===== src/rtl/reg_write_arbiter_pkg.sv =====
// Shared writeback definitions: register-address/data widths and requester IDs
// used by the register file, the datapath and the writeback arbiter.
package reg_write_arbiter_pkg;

    localparam int REG_W  = 5;
    localparam int DATA_W = 32;

    typedef enum logic {
        REQ_A = 1'b0,
        REQ_B = 1'b1
    } reqId_t;

    typedef struct packed {
        logic [REG_W-1:0]  regAddr;
        logic [DATA_W-1:0] data;
    } wbEntry_t;

    function automatic logic isZeroReg(input logic [REG_W-1:0] regAddr);
        return regAddr == '0;
    endfunction

endpackage


===== src/rtl/reg_write_arbiter_wb_slot.sv =====
// One-entry writeback buffer: holds a pending register write until the
// arbiter drains it. A load on the drain edge keeps the slot full.
module wb_slot
    import reg_write_arbiter_pkg::*;
(
    input  logic     clk,
    input  logic     rst,
    input  logic     load,
    input  logic     drain,
    input  wbEntry_t loadEntry,
    output logic     full,
    output wbEntry_t entry
);

    always_ff @(posedge clk or posedge rst) begin
        if (rst) begin
            full  <= 1'b0;
            entry <= '0;
        end else if (load) begin
            full  <= 1'b1;
            entry <= loadEntry;
        end else if (drain) begin
            full  <= 1'b0;
        end
    end

endmodule


===== src/rtl/reg_write_arbiter.sv =====
// Two-requester register-file write arbiter: ALU (A) and load (B) writebacks
// each get a one-entry slot; one slot is written per cycle, ties round-robin.
//
// lastGrant | meaning
// ----------+-----------------------------------------------------
// REQ_A     | A won the last tie, B wins the next one
// REQ_B     | B won the last tie (reset value), A wins the next one
module reg_write_arbiter
    import reg_write_arbiter_pkg::*;
#(
    parameter bit ZERO_REG_DROP = 1'b1
) (
    input  logic              CLK,
    input  logic              RST,
    input  logic              a_valid,
    input  logic [REG_W-1:0]  a_reg,
    input  logic [DATA_W-1:0] a_data,
    output logic              a_ready,
    input  logic              b_valid,
    input  logic [REG_W-1:0]  b_reg,
    input  logic [DATA_W-1:0] b_data,
    output logic              b_ready,
    output logic [REG_W-1:0]  writeReg,
    output logic [DATA_W-1:0] writeData,
    output logic              RegWrite,
    output logic              busy
);

    logic     aFull, bFull;
    wbEntry_t aEntry, bEntry;
    logic     grantA, grantB, anyGrant;
    logic     aLoad, bLoad;
    logic     writeEnable;
    wbEntry_t grantEntry;
    reqId_t   lastGrant, lastGrantNext;

    // Ready is gated by reset so nothing is accepted while RST is held.
    assign a_ready = ~RST & (~aFull | grantA);
    assign b_ready = ~RST & (~bFull | grantB);
    assign aLoad   = a_valid & a_ready;
    assign bLoad   = b_valid & b_ready;
    assign busy    = aFull | bFull;

    wb_slot slotA (
        .clk       (CLK),
        .rst       (RST),
        .load      (aLoad),
        .drain     (grantA),
        .loadEntry ('{regAddr: a_reg, data: a_data}),
        .full      (aFull),
        .entry     (aEntry)
    );

    wb_slot slotB (
        .clk       (CLK),
        .rst       (RST),
        .load      (bLoad),
        .drain     (grantB),
        .loadEntry ('{regAddr: b_reg, data: b_data}),
        .full      (bFull),
        .entry     (bEntry)
    );

    always_ff @(posedge CLK or posedge RST) begin
        if (RST) begin
            lastGrant <= REQ_B;
        end else begin
            lastGrant <= lastGrantNext;
        end
    end

    // Pointer only moves on a contested grant; a lone requester never shifts priority.
    always_comb begin
        grantA        = 1'b0;
        grantB        = 1'b0;
        lastGrantNext = lastGrant;
        if (aFull && bFull) begin
            if (lastGrant == REQ_B) begin
                grantA        = 1'b1;
                lastGrantNext = REQ_A;
            end else begin
                grantB        = 1'b1;
                lastGrantNext = REQ_B;
            end
        end else begin
            grantA = aFull;
            grantB = bFull;
        end
    end

    assign anyGrant    = grantA | grantB;
    assign grantEntry  = grantA ? aEntry : bEntry;
    assign writeEnable = anyGrant &
                         ~(ZERO_REG_DROP & isZeroReg(grantEntry.regAddr));

    always_ff @(posedge CLK or posedge RST) begin
        if (RST) begin
            RegWrite  <= 1'b0;
            writeReg  <= '0;
            writeData <= '0;
        end else begin
            RegWrite <= writeEnable;
            if (anyGrant) begin
                writeReg  <= grantEntry.regAddr;
                writeData <= grantEntry.data;
            end
        end
    end

endmodule


===== config.mk =====
export PLATFORM = sky130hd
export DESIGN_NAME = reg_write_arbiter
export DESIGN_NICKNAME = d
export VERILOG_FILES = /design/src/rtl/reg_write_arbiter_pkg.sv /design/src/rtl/reg_write_arbiter_wb_slot.sv /design/src/rtl/reg_write_arbiter.sv
export SDC_FILE = /design/constraint.sdc
export NUM_CORES = 1
export LEC_CHECK = 0
export CORE_MARGIN = 5
export CORE_UTILIZATION = 45
export DETAILED_ROUTE_END_ITERATION = 8
export MAX_ROUTING_LAYER = met4
export PLACE_DENSITY = 0.73
export SYNTH_ARGS = -nofsm -noshare
export SYNTH_HDL_FRONTEND = slang
export SYNTH_HIERARCHICAL = 1
export SYNTH_SLANG_ARGS = --single-unit

===== constraint.sdc =====
create_clock -name CLK -period 2.3 [get_ports CLK]
set_input_delay 0.46 -clock CLK [delete_from_list [all_inputs] [get_ports CLK]]
set_output_delay 0.46 -clock CLK [all_outputs]
set_load 0.005 [all_outputs]

==> impl_metrics.env <==
export IMPL_status="finished, final reports clean"
export IMPL_ys_ff_latch=115
export IMPL_initial_core_util=0.459
export IMPL_crit_path_end_kind="primary output"
export IMPL_ys_seq_area_frac=0.550
export IMPL_cts_num_sinks=115
export IMPL_first_global_vias=3837
export IMPL_wl_per_cell_um=18.5
export IMPL_critPathRequiredTime_ps=1840
export IMPL_crit_chain="or2_2 > clkdlybuf4s50_1"
export IMPL_arrival_ps=1710
export IMPL_cts_tree="done"
export IMPL_dpl_worst_slack_ps=61.4
export IMPL_fin_skew_ps=6.46
export IMPL_initialDrtViolationCount=176
export IMPL_ios=119
export IMPL_cp_slowest_cell="dfrtp_2"
export IMPL_die_x_um=118
export IMPL_dr_pass1_iters=4
export IMPL_cts_inserted_buffers=17
export IMPL_fin_ws_ps=132
export IMPL_place_inst=638
export IMPL_crit_buf_inv=1
export IMPL_yosysWarnings=6
export IMPL_layout_cells_most_common="clkdlybuf4s50_1"
export IMPL_drv_slew=0
export IMPL_syn_nets=463
export IMPL_finalHoldViolCount=0
export IMPL_crit_fanout=11
export IMPL_relSlewSlack=0.462
export IMPL_mostFrequentLayoutCells="117 x clkdlybuf4s50_1, 112 x dfrtp_1, 75 x nor2_1, 68 x mux2_4, 38 x mux2_2"
export IMPL_cts_root_buffer="clkbuf_16"
export IMPL_final_cells=667
export IMPL_core_area_sq_mm=0.0114
export IMPL_grt_max_degree=40
export IMPL_grt_overflow=0
export IMPL_ant_nets=0
export IMPL_rows=39
export IMPL_hold_class="in2async"
export IMPL_crit_type="reg2out"
export IMPL_finalWeightedCongestion=0.758
export IMPL_grt_total_usage=0.187
export IMPL_syn_area_sq_mm=0.00524
export IMPL_post_route_period_util=0.943
export IMPL_power_density_mw_per_mm2=1390
export IMPL_via_count=3491
export IMPL_fin_crit_ps=2170
export IMPL_drv_cap=0
export IMPL_die_area_sq_mm=0.0139
export IMPL_postLayoutCellArea_sq_mm=0.00717
export IMPL_worst_slew_pin_slew_ps=804
export IMPL_die_height_um=118
export IMPL_drive_above_1_share=0.307
export IMPL_finalSetupTns_ps=0
export IMPL_drc=0
export IMPL_n_antenna_cell=0
export IMPL_worstSkewPairLatency_ps=410
export IMPL_area_delta_synth_final_pct=37.0
export IMPL_rsz0062_at_grt="false"
export IMPL_start_kind="register"
export IMPL_reg2reg_slack_ps=480
export IMPL_setup_viol=0
export IMPL_syn_avg_cell_area_sq_um=13.6
export IMPL_p_leak_nw=3.15
export IMPL_grt_pass1_wl_mm=20.0
export IMPL_cts_max_level=4
export IMPL_antenna_found_initial=0
export IMPL_port_buffer_count=118
export IMPL_fin_nets=592
export IMPL_postSynthCellCount=385
export IMPL_crit_family="flip-flops"
export IMPL_ir_drop_mv=0.734
export IMPL_cp_depth=2
export IMPL_dp_hpwl_mm=8.18
export IMPL_clockBufferDepth=2
export IMPL_vias_per_cell=5.23
export IMPL_whs_ps=184
export IMPL_cts_clk_slew_worst_paths_ps=50
export IMPL_critPathMaxStageDelay_ps=500
export IMPL_r2r_cells=4
export IMPL_max_freq_ghz=0.461
export IMPL_synth_cell_types=25
export IMPL_placed_area_sq_mm=0.00659
export IMPL_wirelength_mm=12.3
==> synth_stat cells (all sizes together) <==
library cell  instances  area, sq um
a21bo                 1         10.0
nand2b                1         6.26
xnor2                 1         8.76
o21ai                 1         5.00
or4                   2         15.0
dfstp                 1         26.3
buf                  23          196
nor2                 75          282
clkbuf                1         3.75
dfrtp               114         2850
o211ai                1         7.51
nand2                 2         10.0
or2                   1         6.26
a31oi                 1         6.26
o21a                  1         7.51
inv                   6         22.5
and2                  3         18.8
mux2                111         1510
o22ai                37          231
a21o                  2         15.0
==> registers in the layout, summed over array words and instances, names as in the netlist <==
name	count
RegWrite	1
lastGrant	1
slotA/entry	37
slotA/full	1
slotB/entry	37
slotB/full	1
writeData	32
writeReg	5
==> final cells by class <==
| cell class | instances | area (sq um) |
|---|---|---|
| Multi-Input combinational cell | 240 | 2140 |
| Fill cell | 907 | 4250 |
| Clock buffer | 24 | 502 |
| Sequential cell | 115 | 2880 |
| Inverter | 6 | 26.3 |
| Tap cell | 143 | 179 |
| Timing Repair Buffer | 134 | 1370 |
| Clock inverter | 5 | 75.1 |
==> kinds of logic after synthesis <==
| logic type | Yosys count | share of synthesized area |
|---|---|---|
| buffers and inverters | 30 | 0.0425 |
| AOI/OAI and AO/OA | 44 | 0.0540 |
| and+or+nand+nor | 84 | 0.0645 |
| xor gates and xnor gates | 1 | 0.00167 |
| muxes | 111 | 0.287 |
| DFF | 115 | 0.550 |
==> per-layer routing <==
metal,wire length (um),vias to the layer above,global-route usage
li1,-,1606,-
met1,5650,1768,0.237
met2,5950,101,0.292
met3,535,16,0.0476
met4,196,0,0.0688
met5,0,-,-
==> worst register-to-register path: cells and delay by family (launching register included) <==
| kind | cells | cell delay, ps |
|---|---|---|
| compound gates | 1 | 410 |
| simple gates | 2 | 590 |
| flops | 1 | 420 |
| buf+inv | 1 | 290 |
==> per-stage QoR <==
step | total power, W | util
finish | 0.00996 | 0.628
global route | 0.0105 | 0.628
CTS | 0.0100 | 0.627
detailed placement | 0.00739 | 0.577
global placement | 0.00728 | 0.577
floorplan | 0.00597 | -
==> power breakdown <==
part | total (W) | internal (W) | switching, W | leakage [nW]
Combinational | 0.00394 | 0.00239 | 0.00154 | 1.53
Clock | 0.00257 | 0.00171 | 0.000857 | 0.288
Sequential | 0.00345 | 0.00287 | 0.000586 | 1.33
Total | 0.00996 | 0.00697 | 0.00299 | 3.15
==> path summary, 6_finish.rpt <==
path	startpoint	end
worst max-delay path	slotB/full	busy
worst min-delay path	RST	slotA/entry[9]
worst max register to register	slotA/full	writeData[9]
worst min register to register	slotB/entry[5]	slotB/entry[5]
max in group asynchronous	RST	writeData[8]
min in group CLK	slotB/entry[5]	slotB/entry[5]
==> repair_timing <==
| action | 4_1_cts | 5_1_grt |
|---|---|---|
| hold buffers | 0 | 0 |
| gates resized for setup | 0 | 2 |
| buffers inserted | 0 | 0 |
| hold endpoints to repair | 0 | 0 |
| setup endpoints to repair | 0 | 1 |
Note: power is estimated with default switching activity, not from simulation.
